## config.mk

```make
export PLATFORM = sky130hd
export DESIGN_NAME = aidc_burst_splitter
export DESIGN_NICKNAME = d
export VERILOG_FILES = /design/src/rtl/aidc_burst_splitter.sv
export SDC_FILE = /design/constraint.sdc
export NUM_CORES = 1
export LEC_CHECK = 0
export ABC_CLOCK_PERIOD_IN_PS = 2700
export BUFFER_PORTS_ARGS = -buffer_cell sky130_fd_sc_hd__buf_2
export CORE_UTILIZATION = 40
export DETAILED_ROUTE_END_ITERATION = 8
export PLACE_DENSITY = 0.77
export SYNTH_ARGS = -nofsm -noshare
export SYNTH_HDL_FRONTEND = slang
export SYNTH_SLANG_ARGS = --single-unit
```

## constraint.sdc

```tcl
create_clock -name clk -period 2.7 [get_ports clk]
set_clock_uncertainty 0.15 [all_clocks]
set_input_delay 0.135 -clock clk [delete_from_list [all_inputs] [get_ports clk]]
set_output_delay 0.135 -clock clk [all_outputs]
set_load 0.1 [all_outputs]
```

## src/rtl/aidc_burst_splitter.sv

```systemverilog
// aidc_burst_splitter
//   AXI4 address-channel sequencer between the core and the memory
//   subsystem. Each INCR request with alen==15 (16 beats) goes out as two
//   8-beat sub-bursts. Every other request passes through unchanged. For
//   every accepted core request a one-bit split tag is pushed into a small
//   FIFO, which the downstream response merger pops.
//
// Handshakes: a transfer happens on a rising clk edge where valid && ready
//   are both high. A valid source holds its payload stable until that edge.
//   core_aready never depends combinationally on mem_aready or tag_ready.
//
// Ports
//   clk, rst_n                  clock, asynchronous active-low reset
//   core_a*                     request from the core (valid/ready)
//   mem_a*                      registered request to memory (valid/ready)
//   tag_valid/ready/split       split-tag FIFO head (pop on valid && ready)
//   tag_count                   FIFO occupancy, 0..TAG_DEPTH
//   err_unsup                   sticky: FIXED/WRAP request with alen>7 seen
//   perf_split_cnt/pass_cnt     saturating counters of accepted split and
//                               non-split requests (only with
//                               AIDC_SPLIT_PERF_EN defined)
module aidc_burst_splitter #(
   parameter int ADDR_W    = 32,
   parameter int ID_W      = 4,
   parameter int TAG_DEPTH = 8
) (
   input  logic                           clk,
   input  logic                           rst_n,
   input  logic                           core_avalid,
   output logic                           core_aready,
   input  logic [ID_W-1:0]                core_aid,
   input  logic [ADDR_W-1:0]              core_aaddr,
   input  logic [7:0]                     core_alen,
   input  logic [2:0]                     core_asize,
   input  logic [1:0]                     core_aburst,
   output logic                           mem_avalid,
   input  logic                           mem_aready,
   output logic [ID_W-1:0]                mem_aid,
   output logic [ADDR_W-1:0]              mem_aaddr,
   output logic [7:0]                     mem_alen,
   output logic [2:0]                     mem_asize,
   output logic [1:0]                     mem_aburst,
   output logic                           tag_valid,
   input  logic                           tag_ready,
   output logic                           tag_split,
   output logic [$clog2(TAG_DEPTH):0]     tag_count,
   output logic                           err_unsup
`ifdef AIDC_SPLIT_PERF_EN
   ,
   output logic [31:0]                    perf_split_cnt,
   output logic [31:0]                    perf_pass_cnt
`endif
);

   localparam int PW = $clog2(TAG_DEPTH);
   localparam int CW = PW + 1;

   typedef enum logic [1:0] {IDLE, SEND0, SEND1} state_t;

   state_t              state_q, state_d;
   logic                mem_avalid_q, mem_avalid_d;
   logic [ID_W-1:0]     mem_aid_q, mem_aid_d;
   logic [ADDR_W-1:0]   mem_aaddr_q, mem_aaddr_d;
   logic [7:0]          mem_alen_q, mem_alen_d;
   logic [2:0]          mem_asize_q, mem_asize_d;
   logic [1:0]          mem_aburst_q, mem_aburst_d;
   logic                split_q, split_d;
   logic                err_q, err_d;

   logic                tag_mem_q [TAG_DEPTH];
   logic                tag_mem_d [TAG_DEPTH];
   logic [PW-1:0]       wr_ptr_q, wr_ptr_d;
   logic [PW-1:0]       rd_ptr_q, rd_ptr_d;
   logic [CW-1:0]       count_q, count_d;

   logic fifo_full, fifo_empty, accept, push, pop, split_new;

   assign fifo_full  = (count_q == CW'(TAG_DEPTH));
   assign fifo_empty = (count_q == '0);
   // rst_n gating keeps ready low while reset is held.
   assign core_aready = rst_n && (state_q == IDLE) && !fifo_full;
   assign accept      = core_avalid && core_aready;
   assign split_new   = (core_alen == 8'hF) && (core_aburst == 2'b01);
   assign push        = accept;
   assign pop         = tag_ready && !fifo_empty;

   // Request FSM. The mem_* registers double as the request latch; in SEND1
   // the address register is advanced by one sub-burst (8 beats of asize).
   always_comb begin
      state_d      = state_q;
      mem_avalid_d = mem_avalid_q;
      mem_aid_d    = mem_aid_q;
      mem_aaddr_d  = mem_aaddr_q;
      mem_alen_d   = mem_alen_q;
      mem_asize_d  = mem_asize_q;
      mem_aburst_d = mem_aburst_q;
      split_d      = split_q;
      err_d        = err_q;
      case (state_q)
         IDLE: begin
            if (accept) begin
               mem_avalid_d = 1'b1;
               mem_aid_d    = core_aid;
               mem_aaddr_d  = core_aaddr;
               mem_alen_d   = split_new ? 8'h7 : core_alen;
               mem_asize_d  = core_asize;
               mem_aburst_d = core_aburst;
               split_d      = split_new;
               if ((core_aburst != 2'b01) && (core_alen > 8'h7)) err_d = 1'b1;
               state_d      = SEND0;
            end
         end
         SEND0: begin
            if (mem_aready) begin
               if (split_q) begin
                  mem_aaddr_d = mem_aaddr_q + (ADDR_W'(8) << mem_asize_q);
                  state_d     = SEND1;
               end else begin
                  mem_avalid_d = 1'b0;
                  state_d      = IDLE;
               end
            end
         end
         SEND1: begin
            if (mem_aready) begin
               mem_avalid_d = 1'b0;
               state_d      = IDLE;
            end
         end
         default: begin
            mem_avalid_d = 1'b0;
            state_d      = IDLE;
         end
      endcase
   end

   // Tag FIFO. Push and pop in the same cycle leave the count unchanged.
   always_comb begin
      tag_mem_d = tag_mem_q;
      wr_ptr_d  = wr_ptr_q;
      rd_ptr_d  = rd_ptr_q;
      count_d   = count_q;
      if (push) begin
         tag_mem_d[wr_ptr_q] = split_new;
         wr_ptr_d            = wr_ptr_q + 1'b1;
      end
      if (pop) rd_ptr_d = rd_ptr_q + 1'b1;
      if (push && !pop)      count_d = count_q + 1'b1;
      else if (pop && !push) count_d = count_q - 1'b1;
   end

   always_ff @(posedge clk or negedge rst_n) begin
      if (!rst_n) begin
         state_q      <= IDLE;
         mem_avalid_q <= 1'b0;
         mem_aid_q    <= '0;
         mem_aaddr_q  <= '0;
         mem_alen_q   <= '0;
         mem_asize_q  <= '0;
         mem_aburst_q <= '0;
         split_q      <= 1'b0;
         err_q        <= 1'b0;
         wr_ptr_q     <= '0;
         rd_ptr_q     <= '0;
         count_q      <= '0;
         for (int i = 0; i < TAG_DEPTH; i++) tag_mem_q[i] <= 1'b0;
      end else begin
         state_q      <= state_d;
         mem_avalid_q <= mem_avalid_d;
         mem_aid_q    <= mem_aid_d;
         mem_aaddr_q  <= mem_aaddr_d;
         mem_alen_q   <= mem_alen_d;
         mem_asize_q  <= mem_asize_d;
         mem_aburst_q <= mem_aburst_d;
         split_q      <= split_d;
         err_q        <= err_d;
         wr_ptr_q     <= wr_ptr_d;
         rd_ptr_q     <= rd_ptr_d;
         count_q      <= count_d;
         tag_mem_q    <= tag_mem_d;
      end
   end

   assign mem_avalid = mem_avalid_q;
   assign mem_aid    = mem_aid_q;
   assign mem_aaddr  = mem_aaddr_q;
   assign mem_alen   = mem_alen_q;
   assign mem_asize  = mem_asize_q;
   assign mem_aburst = mem_aburst_q;
   assign tag_valid  = !fifo_empty;
   assign tag_split  = !fifo_empty && tag_mem_q[rd_ptr_q];
   assign tag_count  = count_q;
   assign err_unsup  = err_q;

`ifdef AIDC_SPLIT_PERF_EN
   logic [31:0] split_cnt_q, split_cnt_d, pass_cnt_q, pass_cnt_d;

   always_comb begin
      split_cnt_d = split_cnt_q;
      pass_cnt_d  = pass_cnt_q;
      if (accept && split_new && (split_cnt_q != 32'hFFFF_FFFF))
         split_cnt_d = split_cnt_q + 32'd1;
      if (accept && !split_new && (pass_cnt_q != 32'hFFFF_FFFF))
         pass_cnt_d = pass_cnt_q + 32'd1;
   end

   always_ff @(posedge clk or negedge rst_n) begin
      if (!rst_n) begin
         split_cnt_q <= '0;
         pass_cnt_q  <= '0;
      end else begin
         split_cnt_q <= split_cnt_d;
         pass_cnt_q  <= pass_cnt_d;
      end
   end

   assign perf_split_cnt = split_cnt_q;
   assign perf_pass_cnt  = pass_cnt_q;
`endif

endmodule

```

==> flow_metrics.tcl, run 1 <==
set metrics [dict create \
    synth_top_area_cell "dfrtp_1" \
    vias 4129 \
    drive_above_1_share_pct 32.0 \
    final_nets 686 \
    fillers 854 \
    design.die.area_um2 10500 \
    fp.dieW_um 103 \
    worstSetupPathType "reg -> reg" \
    syn-cell-area_um2 4050 \
    regArea_um2 1830 \
    r2r-end "mem_aaddr[19]" \
    multiInputGateArea_um2 2240 \
    path_buf_inv 2 \
    hold_start "core_aaddr[19]" \
    async_reset_ff_share_pct 100 \
    rsz0062_at_grt "yes" \
    hold_violations 0 \
    synth.distinct_cells 58 \
    dpl.hpwl_mm 7.98 \
    wl_mm 11.7 \
    drv_slew 0 \
    worst_path_dominant_cell_family "compound AO/OA/AOI/OAI gates" \
    reg2reg_slack_ns 0.01 \
    crit_start "mem_asize[2]" \
    grt_pass1_wl_mm 18.6 \
    syn_inst 450 \
    grt_pass1_vias 3942 \
    maxCapViolations 0 \
    dr.pass1.iters 5 \
    reg2reg_from "mem_asize[2]" \
    design_area_um2 5690 \
    synth_area_per_cell_um2 8.99 \
    antenna_found_initial 0 \
    synth.most_common_cell "nand2_1" \
    synth_edf_count 0 \
    via_per_inst 5.47 \
    dpl-instance-area_um2 4920 \
    worstPathMaxFanout 6 \
    route.detailed.drc 0 \
    final_cells 755 \
    drtAntennaViolNets 0 \
    finalSetupViolCount 0 \
    area_growth_pct 40.7 \
    yosys-top-cells-count "nand2_1, dfrtp_1, nor2_1, o21ai_0, a21oi_1" \
    cts.sinks 72 \
    place_congestion 0.987 \
    cp_cell_sequence "clkbuf_2, nor3b_2, ha_1, o211ai_1, a21oi_4, o41ai_4, buf_4, nor2_4, o21a_1, o22a_1" \
    status "finished, final reports clean" \
    cp-end-kind "flop" \
    required_ns 2.80 \
    core-area_um2 9770 \
    post-route-period-util_pct 99.5 \
    synth_flop_cell "dfrtp_1" \
    antenna_cells 0 \
    hold_class "in -> reg" \
    startpoint_type "flop" \
    reg2regPathDepth 10 \
    clk_pin_slew_ns 0.08 \
    yosysTopAreaCellShare_pct 44.5 \
    io_pins 112 \
    slew_headroom_pct 59.8 \
    globalRouteOverflowTotal 0 \
    cts_tree "done" \
    worstMarginPinSlew_ns 0.603 \
    synth-seq-area-share_pct 44.5 \
    synth_seq_cells 72 \
    grt_max_degree 48 \
    ctsHtreeMaxLevel 3 \
    cts_max_path_buffers 2 \
    cts-root-buf "clkbuf_8" \
    die_h_um 103 \
    drtIter0Drc 144 \
    rows 36 \
    setup_tns_ns 0 \
    slowest_delay_ns 0.51 \
    fmax_mhz 372 \
    yosysWarnings 0 \
    drt-wirelength-per-cell_um 15.4 \
    clk_latency_ns 0.36 \
    worstPathArrival_ns 2.79 \
    synth.area.top_cells "dfrtp_1, nand2_1, ha_1" \
    crit_slowest_cell "dfrtp_4" \
    gr-usage-all-layers_pct 22.7 \
    port-buffer-count 111 \
    cts_buffers 9 \
    floorplan.initialDensity_pct 41.4 \
    dp_cells 689 \
    hold_path_end "mem_aaddr[19]" \
    min_period_ns 2.69 \
    synthesis.nets 519 \
    whs_path_depth 4 \
]
==> logic make-up (layout without fill, tap and decap cells) <==
logic type	count (synthesis)	in the layout	share of synthesized area, %
fa+ha+maj	15	15	5.01
compound gates	102	102	17.2
simple gates	211	211	25.0
buf+inv	33	205	3.71
flops	72	72	44.5
xor+xnor	11	11	2.38
mux	6	6	2.20
==> worst max-delay path by stage <==
stage | cells after the start | to
final | 10 | mem_aaddr[19]
after global routing | 11 | mem_aaddr[13]
after CTS | 11 | mem_aaddr[13]
after detailed placement | 10 | mem_aaddr[25]
after global placement | 11 | mem_aaddr[13]
after floorplan | 13 | tag_count[3]
==> layer usage <==
metal | global-route usage [%] | up-vias | wire length [um]
met5 | 0 | - | 0
met4 | 9.67 | 0 | 261
met3 | 3.86 | 31 | 702
met2 | 38.2 | 171 | 5780
met1 | 28.9 | 1969 | 4910
li1 | - | 1958 | -
==> state kept, by name (all words and copies together) (netlist names), 2 cells and up <==
signal / cells
mem_aaddr: 32
mem_alen: 8
tag_mem_q: 8
mem_aid: 4
tag_count: 4
mem_asize: 3
rd_ptr_q: 3
wr_ptr_q: 3
mem_aburst: 2
state_q: 2
==> area by class of cell <==
| class | instances | area share, % |
|---|---|---|
| inverter | 9 | 0.681 |
| timing repair buffer | 180 | 20.8 |
| multi-input combinational | 345 | 39.3 |
| tap | 133 | 2.92 |
| clock inverter | 6 | 1.89 |
| clock buffer | 10 | 2.24 |
| sequential | 72 | 32.2 |
==> per-stage QoR <==
stage	setup slack, ns	hold slack [ns]	utilization (%)
2_1_floorplan	-0.204	-0.311	-
3_3_place_gp	0.0685	0.0412	50.3
3_5_place_dp	-0.0614	0.0461	50.3
4_1_cts	0.0106	0.0482	57.2
5_1_grt	-0.123	0.0851	58.3
6_report	0.0129	0.0501	58.3
==> timing repair <==
item                                   in CTS  in global routing
hold buffers                               42                  0
endpoints found under the hold margin      70                  0
setup buffers                               1                  7
resized for setup                           1                 13
pin swaps                                   1                 13
setup endpoints to repair                   5                 19
==> worst min-delay path: stages <==
cell and delay (ns):
buf_2 0.07, nor2_1 0.04, a31oi_1 0.14, o22a_1 0.14
==> cells in the final DEF, fill, tap and decap left out, types with 9 or more instances in the layout <==
master,instances
dfrtp_1,60
and3_1,9
clkbuf_8,9
or3_1,9
dlygate4sd3_1,42
a31oi_1,11
buf_4,26
buf_2,110
nor2_1,30
nand2_1,91
nor3_1,10
a21oi_1,17
nand3_1,17
o21ai_0,19
ha_1,9
Power of run 1 is left out: the tool's default activity adds up to more than one toggle a clock period on the data nets, which glitch-free logic cannot reach.
==> run 2: changes to the inputs <==
- CELL_PAD_IN_SITES_DETAIL_PLACEMENT: default -> 1
- CELL_PAD_IN_SITES_GLOBAL_PLACEMENT: default -> 1
- CORE_UTILIZATION: 40 -> 35
- PLACE_DENSITY: 0.77 -> 0.87
==> run 2 against run 1 <==
Via count increased by 3.0%. Largest cell class unchanged. Critical path depth increased by 1. The flow now finishes with violations (negative setup slack). Setup slack got worse by 0.15 ns. Die area increased by 14%. Highest routed layer unchanged. Clock-buffer cell count increased by 2. Non-clock buffer count decreased by 1. Design area increased by 4.0%. Global-route usage increased by 2.6 points. Fmax decreased by 5.2%. Sequential share of layout area decreased by 1.2 points. Critical endpoint is now mem_aaddr[29].
==> flow_metrics.tcl, run 2 (synthesis results as in run 1) <==
set metrics [dict create \
    status "finished, violations left" \
    violations "negative setup slack" \
    regArea_um2 1830 \
    wl_mm 14.8 \
    reg2reg_slack_ns -0.14 \
    final_cells 761 \
    design.die.area_um2 12000 \
    dr.pass1.iters 5 \
    grt_pass1_wl_mm 22.9 \
    dp_cells 696 \
    core-area_um2 11000 \
    reg2regPathDepth 11 \
    drt-wirelength-per-cell_um 19.5 \
    fin_ws_ns -0.136 \
    largest_reg_flops 32 \
    worstPathMaxFanout 7 \
    reg2reg_from "mem_asize[0]" \
    drtAntennaViolNets 0 \
    final_cell_mix "buf_2, nand2_1, dfrtp_1" \
    place_congestion 0.888 \
    fillers 1274 \
    worstPathArrival_ns 2.96 \
    r2r-end "mem_aaddr[29]" \
    drtIter0Drc 249 \
    via_per_inst 5.59 \
    drv_slew 0 \
    hold_class "in -> reg" \
    area_growth_pct 46.3 \
    rows 38 \
    dpl.hpwl_mm 9.52 \
    hold_violations 0 \
    gr-usage-all-layers_pct 25.3 \
    antenna_found_initial 0 \
    startpoint_type "flop" \
    holdWs_ns 0.00968 \
    hold_start "core_aaddr[27]" \
    fmax_mhz 353 \
    maxCapViolations 0 \
    final_nets 685 \
    whs_path_depth 3 \
    vias 4254 \
    cts_buffers 9 \
    fp.dieW_um 110 \
    ctsHtreeMaxLevel 3 \
    required_ns 2.83 \
    antenna_cells 0 \
    cts.sinks 72 \
    finalSetupViolCount 4 \
    clk_latency_ns 0.33 \
    multiInputGateArea_um2 2350 \
    globalRouteOverflowTotal 0 \
    die_h_um 110 \
    hold_path_end "mem_aaddr[27]" \
    port-buffer-count 111 \
    cp-end-kind "flop" \
    floorplan.initialDensity_pct 36.7 \
    clk_pin_slew_ns 0.06 \
    layout_commonest_cell "buf_2" \
    grt_pass1_vias 4467 \
    cts-root-buf "clkbuf_16" \
    cts_tree "done" \
    route.detailed.drc 0 \
    io_pins 112 \
    cts_max_path_buffers 2 \
    final_util_pct 53.7 \
    grt_max_degree 73 \
    worstSetupPathType "reg -> reg" \
    post-route-period-util_pct 105 \
    worstMarginPinSlew_ns 0.956 \
    slew_headroom_pct 36.3 \
    min_period_ns 2.84 \
    rsz0062_at_grt "yes" \
    drive_above_1_share_pct 34.6 \
]
==> run 2: changes by cell type in the layout (fill, tap and decap cells not counted), moves of 2 or more <==
cell           before  now
clkbuf_8            9    2
dlygate4sd3_1      42   37
and3b_2             0    2
ha_1                9    6
clkbuf_16           0    9
clkinv_2            2    0
and3b_1             3    1
buf_6               0    5
ha_4                2    6
==> run 2: area by class of cell <==
cell class / count / area share [%]
timing repair buffer: 179 / 20.1
clock inverter: 4 / 1.29
clock buffer: 12 / 4.33
multi-input combinational: 345 / 39.7
tap: 140 / 2.96
inverter: 9 / 0.655
sequential: 72 / 30.9
==> run 2: critical path, stage by stage (launching register included) <==
cell and delay, ns:
dfrtp_4 0.54, nor3_4 0.21, ha_2 0.21, inv_2 0.04
fa_2 0.34, nand2b_4 0.17, a21oi_4 0.19, o41ai_4 0.13
buf_4 0.18, or3_1 0.34, a21oi_1 0.13, o22a_1 0.15
==> run 2: per-layer routing <==
layer | vias up | wire, um | track usage (%)
met5 | - | 0 | 0
met4 | 0 | 424 | 11.0
met3 | 27 | 711 | 5.69
met2 | 140 | 7610 | 43.1
met1 | 2126 | 6060 | 30.6
li1 | 1961 | - | -
==> run 2: metrics by stage <==
| stage | setup slack (ns) | instance area (um2) | TNS (ns) |
|---|---|---|---|
| 6_report | -0.136 | 5920 | -0.306 |
| 2_1_floorplan | -0.204 | 4190 | -0.327 |
| 4_1_cts | -0.0515 | 5710 | -0.102 |
| 3_5_place_dp | -0.131 | 4940 | -0.612 |
| 5_1_grt | -0.198 | 5920 | -0.981 |
| 3_3_place_gp | 0.0419 | 4940 | 0 |
==> run 2: repair_timing <==
action | CTS | global route
resized for setup | 9 | 33
endpoints found under the hold margin | 65 | 0
buffers inserted | 2 | 13
gates cloned | 0 | 0
endpoints found under the setup margin | 13 | 22
hold buffers | 37 | 0
pin swaps | 5 | 29
==> run 2: how the worst max path moves through the flow <==
| stage | slack [ns] | startpoint | to | cells after the start |
|---|---|---|---|---|
| finish | -0.14 | mem_asize[0] | mem_aaddr[29] | 11 |
| global route | -0.20 | mem_asize[0] | mem_aaddr[29] | 11 |
| CTS | -0.05 | mem_asize[2] | mem_aaddr[13] | 11 |
| detailed placement | -0.13 | mem_asize[2] | mem_aaddr[25] | 10 |
| global placement | 0.04 | mem_asize[2] | mem_aaddr[13] | 11 |
| floorplan | -0.20 | tag_count[0] | tag_count[3] | 13 |
Power of run 2 is left out for the same reason.
